File: config.mk
export PLATFORM = sky130hd
export DESIGN_NAME = spi_slave_ctrl
export DESIGN_NICKNAME = d
export VERILOG_FILES = /design/src/rtl/spi_slave_ctrl.sv
export SDC_FILE = /design/constraint.sdc
export NUM_CORES = 1
export LEC_CHECK = 0
export ABC_CLOCK_PERIOD_IN_PS = 1800
export BUFFER_PORTS_ARGS = -buffer_cell sky130_fd_sc_hd__buf_2
export CAP_MARGIN = 5
export CORE_MARGIN = 4
export CORE_UTILIZATION = 55
export DETAILED_ROUTE_END_ITERATION = 10
export PLACE_DENSITY_LB_ADDON = 0.12
export SETUP_SLACK_MARGIN = 0.2
export SYNTH_ARGS = -nofsm -noshare
export SYNTH_HDL_FRONTEND = slang
export SYNTH_SLANG_ARGS = --single-unit
File: constraint.sdc
create_clock -name clk -period 1.8 [get_ports clk]
set_input_delay 0.09 -clock clk [delete_from_list [all_inputs] [get_ports clk]]
set_output_delay 0.09 -clock clk [all_outputs]
set_load 0.01 [all_outputs]
File: src/rtl/spi_slave_ctrl.sv
// rtl/spi_slave_ctrl.sv - SPI slave with one-word TX holding register and RX word output
// Optional LSB-first bit order: define SPI_SLAVE_LSB_FIRST_EN.

module spi_slave_ctrl #(
  parameter int DATA_WIDTH = 8,
  parameter int CPOL       = 0,
  parameter int CPHA       = 0
) (
  input  logic                  clk,
  input  logic                  rst,
  input  logic                  sclk,
  input  logic                  cs_n,
  input  logic                  mosi,
  output logic                  miso,
  output logic                  miso_oe,
  input  logic [DATA_WIDTH-1:0] tx_data,
  input  logic                  tx_valid,
  output logic                  tx_ready,
  output logic [DATA_WIDTH-1:0] rx_data,
  output logic                  rx_valid,
  output logic                  tx_underrun
);

  localparam int            CW       = $clog2(DATA_WIDTH);
  localparam logic [CW-1:0] LAST_BIT = CW'(DATA_WIDTH - 1);

  typedef enum logic [1:0] {
    S_IDLE  = 2'd0,
    S_ARMED = 2'd1,
    S_SHIFT = 2'd2
  } state_t;

  state_t r_state;
  state_t w_next;

  logic                  r_sclk_s1, r_sclk_s2, r_sclk_s3;
  logic                  r_cs_s1, r_cs_s2;
  logic                  r_mosi_s1, r_mosi_s2;
  logic [1:0]            r_warm;
  logic [CW-1:0]         r_bit_cnt;
  logic [DATA_WIDTH-1:0] r_tx_shift;
  logic [DATA_WIDTH-1:0] r_rx_shift;
  logic [DATA_WIDTH-1:0] r_hold;
  logic                  r_hold_full;
  logic                  r_need_load;

  logic                  w_rise, w_fall, w_lead, w_trail;
  logic                  w_in_shift, w_sample, w_shift, w_enter, w_load, w_last, w_accept;
  logic                  w_tx_bit;
  logic [DATA_WIDTH-1:0] w_tx_shifted;
  logic [DATA_WIDTH-1:0] w_rx_next;

  // r_warm masks the reset value of the cs_n synchronizer so a cs_n held low
  // through reset is never mistaken for an idle-high observation.
  always_ff @(posedge clk) begin
    if (rst) begin
      r_sclk_s1 <= 1'b0;
      r_sclk_s2 <= 1'b0;
      r_sclk_s3 <= 1'b0;
      r_cs_s1   <= 1'b1;
      r_cs_s2   <= 1'b1;
      r_mosi_s1 <= 1'b0;
      r_mosi_s2 <= 1'b0;
      r_warm    <= 2'b00;
    end else begin
      r_sclk_s1 <= sclk;
      r_sclk_s2 <= r_sclk_s1;
      r_sclk_s3 <= r_sclk_s2;
      r_cs_s1   <= cs_n;
      r_cs_s2   <= r_cs_s1;
      r_mosi_s1 <= mosi;
      r_mosi_s2 <= r_mosi_s1;
      r_warm    <= {r_warm[0], 1'b1};
    end
  end

  assign w_rise  = r_sclk_s2 & ~r_sclk_s3;
  assign w_fall  = ~r_sclk_s2 & r_sclk_s3;
  assign w_lead  = (CPOL != 0) ? w_fall : w_rise;
  assign w_trail = (CPOL != 0) ? w_rise : w_fall;

  assign w_in_shift = (r_state == S_SHIFT) && !r_cs_s2;
  assign w_enter    = (r_state == S_ARMED) && !r_cs_s2;
  assign w_sample   = w_in_shift && ((CPHA != 0) ? w_trail : w_lead);
  assign w_shift    = w_in_shift && ((CPHA != 0) ? w_lead : w_trail);
  assign w_last     = w_sample && (r_bit_cnt == LAST_BIT);
  // Reload is deferred to the first shift edge of the next word so a frame
  // that ends on a word boundary does not consume the holding register in CPHA=1.
  assign w_load     = w_enter || (w_shift && r_need_load);
  assign w_accept   = tx_valid && !r_hold_full;

`ifdef SPI_SLAVE_LSB_FIRST_EN
  assign w_tx_bit     = r_tx_shift[0];
  assign w_tx_shifted = {1'b1, r_tx_shift[DATA_WIDTH-1:1]};
  assign w_rx_next    = {r_mosi_s2, r_rx_shift[DATA_WIDTH-1:1]};
`else
  assign w_tx_bit     = r_tx_shift[DATA_WIDTH-1];
  assign w_tx_shifted = {r_tx_shift[DATA_WIDTH-2:0], 1'b1};
  assign w_rx_next    = {r_rx_shift[DATA_WIDTH-2:0], r_mosi_s2};
`endif

  always_ff @(posedge clk) begin
    if (rst) begin
      r_state <= S_IDLE;
    end else begin
      r_state <= w_next;
    end
  end

  always_comb begin
    w_next = r_state;
    case (r_state)
      S_IDLE:  if (r_warm[1] && r_cs_s2) w_next = S_ARMED;
      S_ARMED: if (!r_cs_s2) w_next = S_SHIFT;
      S_SHIFT: if (r_cs_s2) w_next = S_ARMED;
      default: w_next = S_IDLE;
    endcase
  end

  always_ff @(posedge clk) begin
    if (rst) begin
      r_bit_cnt   <= '0;
      r_tx_shift  <= '0;
      r_rx_shift  <= '0;
      r_hold      <= '0;
      r_hold_full <= 1'b0;
      r_need_load <= 1'b0;
      rx_data     <= '0;
      rx_valid    <= 1'b0;
      tx_underrun <= 1'b0;
    end else begin
      rx_valid    <= 1'b0;
      tx_underrun <= 1'b0;

      if (w_load) begin
        r_tx_shift  <= r_hold_full ? r_hold : '1;
        tx_underrun <= !r_hold_full;
      end else if (w_shift && (r_bit_cnt != '0)) begin
        r_tx_shift <= w_tx_shifted;
      end

      // A reload in the same cycle sees the old contents; the new word lands after it.
      if (w_accept) begin
        r_hold      <= tx_data;
        r_hold_full <= 1'b1;
      end else if (w_load) begin
        r_hold_full <= 1'b0;
      end

      if (w_enter) begin
        r_need_load <= 1'b0;
      end else if (w_last) begin
        r_need_load <= 1'b1;
      end else if (w_load) begin
        r_need_load <= 1'b0;
      end

      if (!w_in_shift) begin
        r_bit_cnt <= '0;
      end else if (w_sample) begin
        r_rx_shift <= w_rx_next;
        if (w_last) begin
          r_bit_cnt <= '0;
          rx_data   <= w_rx_next;
          rx_valid  <= 1'b1;
        end else begin
          r_bit_cnt <= r_bit_cnt + CW'(1);
        end
      end
    end
  end

  assign tx_ready = !r_hold_full;
  assign miso_oe  = (r_state == S_SHIFT);
  assign miso     = miso_oe ? w_tx_bit : 1'b1;

endmodule

==> tab_implementation.tex, run 1 <==
\begin{tabular}{lr}
\hline
Metric & Value \\
\hline
\multicolumn{2}{l}{\textbf{Drt}} \\
Total Routed Length & 3450 um \\
Iteration-0 DRC count of the detailed router & 37 \\
Average wire length per cell after detail routing & 12.5 um \\
Via count normalized by instance count & around 5.1 \\
First-pass iteration count of the detailed router & 4 \\
Count of unresolved DRC violations after routing & 0 \\
DR vias & 1410 \\
Antenna-violating nets left & 0 \\
\multicolumn{2}{l}{\textbf{Job}} \\
Max-capacitance violation count & 0 \\
\multicolumn{2}{l}{\textbf{Timing}} \\
Final total negative setup slack & 0 ps \\
Final Max Tran Viols & 0 \\
Maximum frequency from static timing analysis & around 670 MHz \\
Slew HR & 70.7\% \\
Hold\_ws & 127 ps \\
Final Setup Violations & 0 \\
Final hold vios & 0 \\
Worst Skew & $\sim$10 ps \\
Actual transition at the worst max-transition pin & 439 ps \\
Period minus WS final & 1490 ps \\
Fraction of the cycle the final worst path needs & 82.7\% \\
RSZ-0062 raised after global routing & yes \\
\multicolumn{2}{l}{\textbf{Worst setup path}} \\
Endpoint kind of the worst setup timing path & flop \\
Critical path launch point type & flop \\
Endpoint required time on the critical path & approximately 2100 ps \\
Reg2Reg Setup Slack & 310 ps \\
Largest fanout on the critical path & 8 \\
Worst setup path class & reg2reg \\
WP data arrival & roughly 1800 ps \\
\multicolumn{2}{l}{\textbf{Final layout}} \\
Fraction of layout instances using a drive strength above 1 & 24.3\% \\
Area growth from synthesis to layout & 18.1\% \\
Antenna diode count & 0 \\
Number of nets in the final layout & 246 \\
Sequential Area & slightly below 1000 sq um \\
Multi-input logic area & 886 sq um \\
Layout fillers & 291 \\
\multicolumn{2}{l}{\textbf{Synth}} \\
Cell variety after synth & 33 \\
Post-synth net total & 206 \\
Synthesized netlist cell count & 189 \\
Top area cells in the synthesized netlist & dfxtp\_1 (51\%), mux2i\_1 (12\%), nor2\_1 (5.2\%) \\
Most repeated cell in the gate-level netlist after synthesis & dfxtp\_1 \\
Top flip-flop cell by instance count after synthesis & dfxtp\_1 \\
Most instantiated cells after synthesis & dfxtp\_1 (49), nor2\_1 (27), mux2i\_1 (23), nand2\_1 (13), a21oi\_1 (10) \\
Number of enable flip-flop cells after synthesis & 0 \\
Synthesized area per cell & 10.3 sq um \\
Warning count from the yosys run & 0 \\
Post-synth top area share & between 50\% and 60\% \\
Async SR Flop Fraction & 0\% \\
Portion of the post-synthesis area used by sequential elements & between 50\% and 60\% \\
Flip-flop and latch count after synthesis & just under 50 \\
Netlist Area Pre-Place & 1940 sq um \\
Largest area contributor in the synthesized netlist & dfxtp\_1 \\
\multicolumn{2}{l}{\textbf{Floorplanning}} \\
Core Rows & 21 \\
Overall die height & 67.4 um \\
I/O pins & 27 \\
Width of the die & 67.4 um \\
Starting density of the core & 57.7\% \\
Core area & 3360 sq um \\
Die outline area & 4540 sq um \\
\multicolumn{2}{l}{\textbf{Status}} \\
Run status & completed \\
\multicolumn{2}{l}{\textbf{Global routing}} \\
Remaining global-route overflow & 0 \\
Wire length of the first global-routing pass & 6000 um \\
Maximum number of pins on one net before global-route repair & 26 \\
Initial antenna violation count & 0 \\
Via count of the first global-routing pass & 1437 \\
All-layer global routing usage & 17.8\% \\
\multicolumn{2}{l}{\textbf{Clock tree}} \\
Later-pin clock latency in the skew report & 380 ps \\
H-tree levels & 2 \\
Number of buffers created by CTS & 5 \\
Number of buffers on the longest clock path & 2 \\
Clock Sink Count & roughly 50 \\
CTS tree & yes \\
CTS Root Cell & clkbuf\_4 \\
Clock transition at the register clock pins on the worst setup and hold paths after CTS & 150 ps \\
\multicolumn{2}{l}{\textbf{Pwr}} \\
PD cells & 767 nW/um\^{}2 \\
Peak ir drop on the vdd network & slightly below 0.0005 V \\
LEAKAGE & 0.00103 uW \\
\multicolumn{2}{l}{\textbf{Placed design}} \\
Count of buffers inserted at the top-level ports & 26 \\
Post-DP HPWL & 2450 um \\
GPL Wtd Cong & 0.728 \\
\multicolumn{2}{l}{\textbf{Min path}} \\
Worst hold path class & in2reg \\
\hline
\end{tabular}
cell usage in the layout, fill, tap and decap left out, types with 2 or more instances in the layout:
| cell type | instances |
|---|---|
| clkbuf_4 | 5 |
| nor2_1 | 27 |
| ha_1 | 3 |
| nor2b_1 | 9 |
| inv_1 | 5 |
| dfxtp_1 | 49 |
| buf_4 | 5 |
| nor3_1 | 3 |
| nand2_1 | 13 |
| buf_2 | 26 |
| nand2b_1 | 3 |
| mux2i_1 | 23 |
| a211oi_2 | 8 |
| dlygate4sd3_1 | 12 |
| or2_2 | 2 |
| nand3_1 | 9 |
| a21oi_1 | 10 |
through the flow:
| stage | cell area, sq um | cells | worst slack (ps) | power, uW | util [%] |
|---|---|---|---|---|---|
| floorplan | 1940 | 189 | 489 | 1220 | - |
| global placement | 2100 | 255 | 341 | 1250 | 62.5 |
| detailed placement | 2100 | 255 | 258 | 1250 | 62.5 |
| CTS | 2280 | 275 | 229 | 1780 | 67.8 |
| global route | 2290 | 276 | 168 | 1830 | 68.1 |
| finish | 2290 | 276 | 311 | 1760 | 68.1 |
layer usage:
| metal | wire length (um) | up-vias | global-route usage (%) |
|---|---|---|---|
| met2 | 1790 | 25 | 31.7 |
| met4 | 65 | 0 | 9.87 |
| met3 | 168 | 7 | 4.16 |
| met5 | 0 | - | 0 |
| met1 | 1430 | 656 | 19.4 |
| li1 | - | 722 | - |
worst max-delay path, cell delays in order (launching register included):
cell,delay [ps]
dfxtp_1,440
nor3b_4,290
buf_4,170
nand3_4,130
mux2i_1,170
a211oi_2,220
registers in the layout (all words and copies together), names as in the netlist:
name	count
r_tx_shift	8
r_cs_s2	1
r_cs_s1	1
r_hold_full	1
r_sclk_s3	1
r_rx_shift	7
r_warm	2
r_state	2
rx_data	8
r_sclk_s1	1
rx_valid	1
tx_underrun	1
r_sclk_s2	1
r_need_load	1
r_bit_cnt	3
r_mosi_s1	1
r_hold	8
r_mosi_s2	1
report_power, final:
part | internal (uW) | leakage [uW] | switching (uW)
registers | 1110 | 0.000399 | 17.7
clock network | 155 | 0.0000316 | 356
logic | 62.0 | 0.000595 | 52.9
what timing repair did:
item,CTS,global route
buffers inserted,0,1
hold buffers,12,0
setup endpoints to repair,0,20
gates resized for setup,0,1
hold endpoints to repair,12,0
cell families (layout without fill, tap and decap cells):
logic type | Yosys count | count (layout) | synth area share (%)
AO/OA/AOI/OAI | 22 | 22 | 10.3
buffers and inverters | 15 | 56 | 3.81
XOR/XNOR | 1 | 1 | 0.452
AND/OR/NAND/NOR | 76 | 76 | 21.1
adder cells (fa/ha/maj) | 3 | 3 | 1.94
multiplexers | 23 | 23 | 11.9
flip-flops | 49 | 49 | 50.6
worst paths after layout:
path	start	cells past startpoint	endpoint
setup reg to reg	r_state[1]$_SDFFE_PP0P_	5	r_tx_shift[7]$_SDFFE_PP0P_
hold reg to reg	r_cs_s1$_SDFF_PP1_	1	r_cs_s2$_SDFF_PP1_
hold / removal	rst	2	r_hold[7]$_SDFFE_PP0P_
setup / recovery	r_state[1]$_SDFFE_PP0P_	5	r_tx_shift[7]$_SDFFE_PP0P_
cell type report:
| class | count | area share [%] |
|---|---|---|
| clock buffer | 5 | 1.64 |
| clock inverter | 3 | 0.929 |
| inverter | 5 | 0.820 |
| multi-input combinational | 125 | 38.7 |
| sequential | 49 | 42.8 |
| tap | 46 | 2.51 |
| timing repair buffer | 43 | 12.6 |
No activity file was read; power rests on OpenSTA's default activity.
==> run 2, diff against run 1 <==
--- a/config.mk
+++ b/config.mk
@@ -5,7 +5,7 @@
 export SDC_FILE = /design/constraint.sdc
 export NUM_CORES = 1
 export LEC_CHECK = 0
-export ABC_CLOCK_PERIOD_IN_PS = 1800
+export ABC_CLOCK_PERIOD_IN_PS = 1450
 export BUFFER_PORTS_ARGS = -buffer_cell sky130_fd_sc_hd__buf_2
 export CAP_MARGIN = 5
 export CORE_MARGIN = 4
==> constraint.sdc (replaced) <==
create_clock -name clk -period 1.45 [get_ports clk]
set_input_delay 0.0725 -clock clk [delete_from_list [all_inputs] [get_ports clk]]
set_output_delay 0.0725 -clock clk [all_outputs]
set_load 0.01 [all_outputs]
==> tab_implementation.tex, run 2 (same netlist as run 1, synthesis figures left out) <==
\begin{tabular}{lr}
\hline
Metric & Value \\
\hline
\multicolumn{2}{l}{\textbf{Worst setup path}} \\
Crit path max-delay cell type & dfxtp\_4 \\
Buf/Inv on CP & 1 \\
Worst setup path class & reg2reg \\
Ordered list of cells on the worst path & nor3b\_4 -> buf\_6 -> nand3\_4 -> mux2i\_1 -> a211oi\_2 \\
CP peak stage delay & 390 ps \\
Largest fanout on the critical path & 8 \\
Critical path launch point type & flop \\
WP data arrival & between 1500 and 2000 ps \\
Endpoint kind of the worst setup timing path & flop \\
Cell class contributing the biggest share of worst-path delay & flip-flops \\
Endpoint required time on the critical path & 1700 ps \\
\multicolumn{2}{l}{\textbf{Global routing}} \\
Remaining global-route overflow & 0 \\
Wire length of the first global-routing pass & 6220 um \\
All-layer global routing usage & 18.3\% \\
Via count of the first global-routing pass & approximately 1400 \\
Maximum number of pins on one net before global-route repair & 19 \\
Initial antenna violation count & 0 \\
\multicolumn{2}{l}{\textbf{Clock tree}} \\
Clock transition at the register clock pins on the worst setup and hold paths after CTS & 120 ps \\
Number of buffers on the longest clock path & 2 \\
Clock Sink Count & 49 \\
CTS Root Cell & clkbuf\_4 \\
Later-pin clock latency in the skew report & 360 ps \\
Number of buffers created by CTS & 5 \\
CTS tree & yes \\
H-tree levels & 2 \\
\multicolumn{2}{l}{\textbf{Floorplanning}} \\
Overall die height & 67.4 um \\
Width of the die & 67.4 um \\
I/O pins & 27 \\
Core Rows & 21 \\
Die outline area & $\sim$4500 sq um \\
Starting density of the core & between 50 and 60\% \\
Core area & 3360 sq um \\
\multicolumn{2}{l}{\textbf{Timing}} \\
Final total negative setup slack & 0 ps \\
Final Setup Violations & 0 \\
Slew HR & 75.9\% \\
RSZ-0062 raised after global routing & yes \\
Maximum frequency from static timing analysis & between 700 and 800 MHz \\
Period minus WS final & 1300 ps \\
Final hold vios & 0 \\
Fraction of the cycle the final worst path needs & between 80 and 90\% \\
Actual transition at the worst max-transition pin & 361 ps \\
Worst Skew & roughly 12 ps \\
Final Max Tran Viols & 0 \\
\multicolumn{2}{l}{\textbf{Drt}} \\
Total Routed Length & 3770 um \\
First-pass iteration count of the detailed router & 4 \\
Via count normalized by instance count & 5.18 \\
Iteration-0 DRC count of the detailed router & 51 \\
Count of unresolved DRC violations after routing & 0 \\
Average wire length per cell after detail routing & between 10 and 15 um \\
DR vias & 1472 \\
Antenna-violating nets left & 0 \\
\multicolumn{2}{l}{\textbf{Final layout}} \\
Util after Layout & 72.5\% \\
Number of nets in the final layout & 254 \\
Most common cell after layout, fill and taps aside & dfxtp\_1 \\
Area growth from synthesis to layout & 25.8\% \\
Layout fillers & 262 \\
Final Non-Filler Cells & 284 \\
Registers with the highest flip-flop counts & r\_hold (8), r\_tx\_shift (8), rx\_data (8) \\
Fraction of layout instances using a drive strength above 1 & 33.2\% \\
Antenna diode count & 0 \\
Commonest cells after routing, fill and taps aside & dfxtp\_1 (43), nor2\_1 (26), buf\_2 (26), mux2i\_1 (22) \\
\multicolumn{2}{l}{\textbf{Pwr}} \\
Peak ir drop on the vdd network & 0.000649 V \\
PD cells & 877 nW/um\^{}2 \\
LEAKAGE & 0.00107 uW \\
\multicolumn{2}{l}{\textbf{Placed design}} \\
Post-DP HPWL & between 2000 and 2500 um \\
GPL Wtd Cong & between 0.8 and 0.9 \\
Count of buffers inserted at the top-level ports & 26 \\
Number of cells after detailed placement & 256 \\
\multicolumn{2}{l}{\textbf{Status}} \\
Run status & completed \\
\multicolumn{2}{l}{\textbf{Min path}} \\
Worst hold path class & in2reg \\
\multicolumn{2}{l}{\textbf{Job}} \\
Max-capacitance violation count & 0 \\
\hline
\end{tabular}
run 2: power breakdown:
group / switching (uW) / internal [uW]
Clock: 391 / 185
Combinational: 75.3 / 84.2
Sequential: 24.6 / 1380
run 2: cell type report:
class | count | area (sq um) | area share, %
inverter | 5 | 18.8 | 0.769
multi-input combinational | 127 | 982 | 40.3
timing repair buffer | 49 | 337 | 13.8
tap | 46 | 57.6 | 2.36
sequential | 49 | 993 | 40.7
clock inverter | 2 | 10.0 | 0.410
clock buffer | 6 | 41.3 | 1.69
run 2: timing repair:
item,4_1_cts,5_1_grt
setup endpoints to repair,31,29
endpoints found under the hold margin,12,0
buffers inserted,6,0
cloned,2,0
pin swaps,14,3
gates resized for setup,17,7
hold buffers,12,0
run 2: metal layers:
layer / GRT usage [%] / wire length (um) / vias up
li1: - / - / 747
met1: 22.5 / 1750 / 692
met2: 30.6 / 1840 / 25
met3: 3.99 / 120 / 8
met4: 8.35 / 69 / 0
met5: 0 / 0 / -
run 2: per-stage QoR:
step | worst slack, ps | cell area, sq um | power, uW | hold slack (ps)
2_1_floorplan | 205 | 1950 | 1510 | 176
3_3_place_gp | 53.4 | 2120 | 1550 | 254
3_5_place_dp | 2.95 | 2120 | 1560 | 258
4_1_cts | 147 | 2410 | 2160 | 97.8
5_1_grt | 55.6 | 2440 | 2240 | 113
6_report | 153 | 2440 | 2140 | 104
run 2: worst paths after layout:
| path | startpoint | to | slack, ps | cells after the start |
|---|---|---|---|---|
| max reg2reg | r_cs_s2$_SDFF_PP1_ | r_tx_shift[1]$_SDFFE_PP0P_ | 150 | 5 |
| min reg2reg | r_cs_s1$_SDFF_PP1_ | r_cs_s2$_SDFF_PP1_ | 420 | 1 |
| min | rst | r_hold_full$_SDFFE_PP0P_ | 100 | 2 |
| max | r_cs_s2$_SDFF_PP1_ | r_tx_shift[1]$_SDFFE_PP0P_ | 150 | 5 |
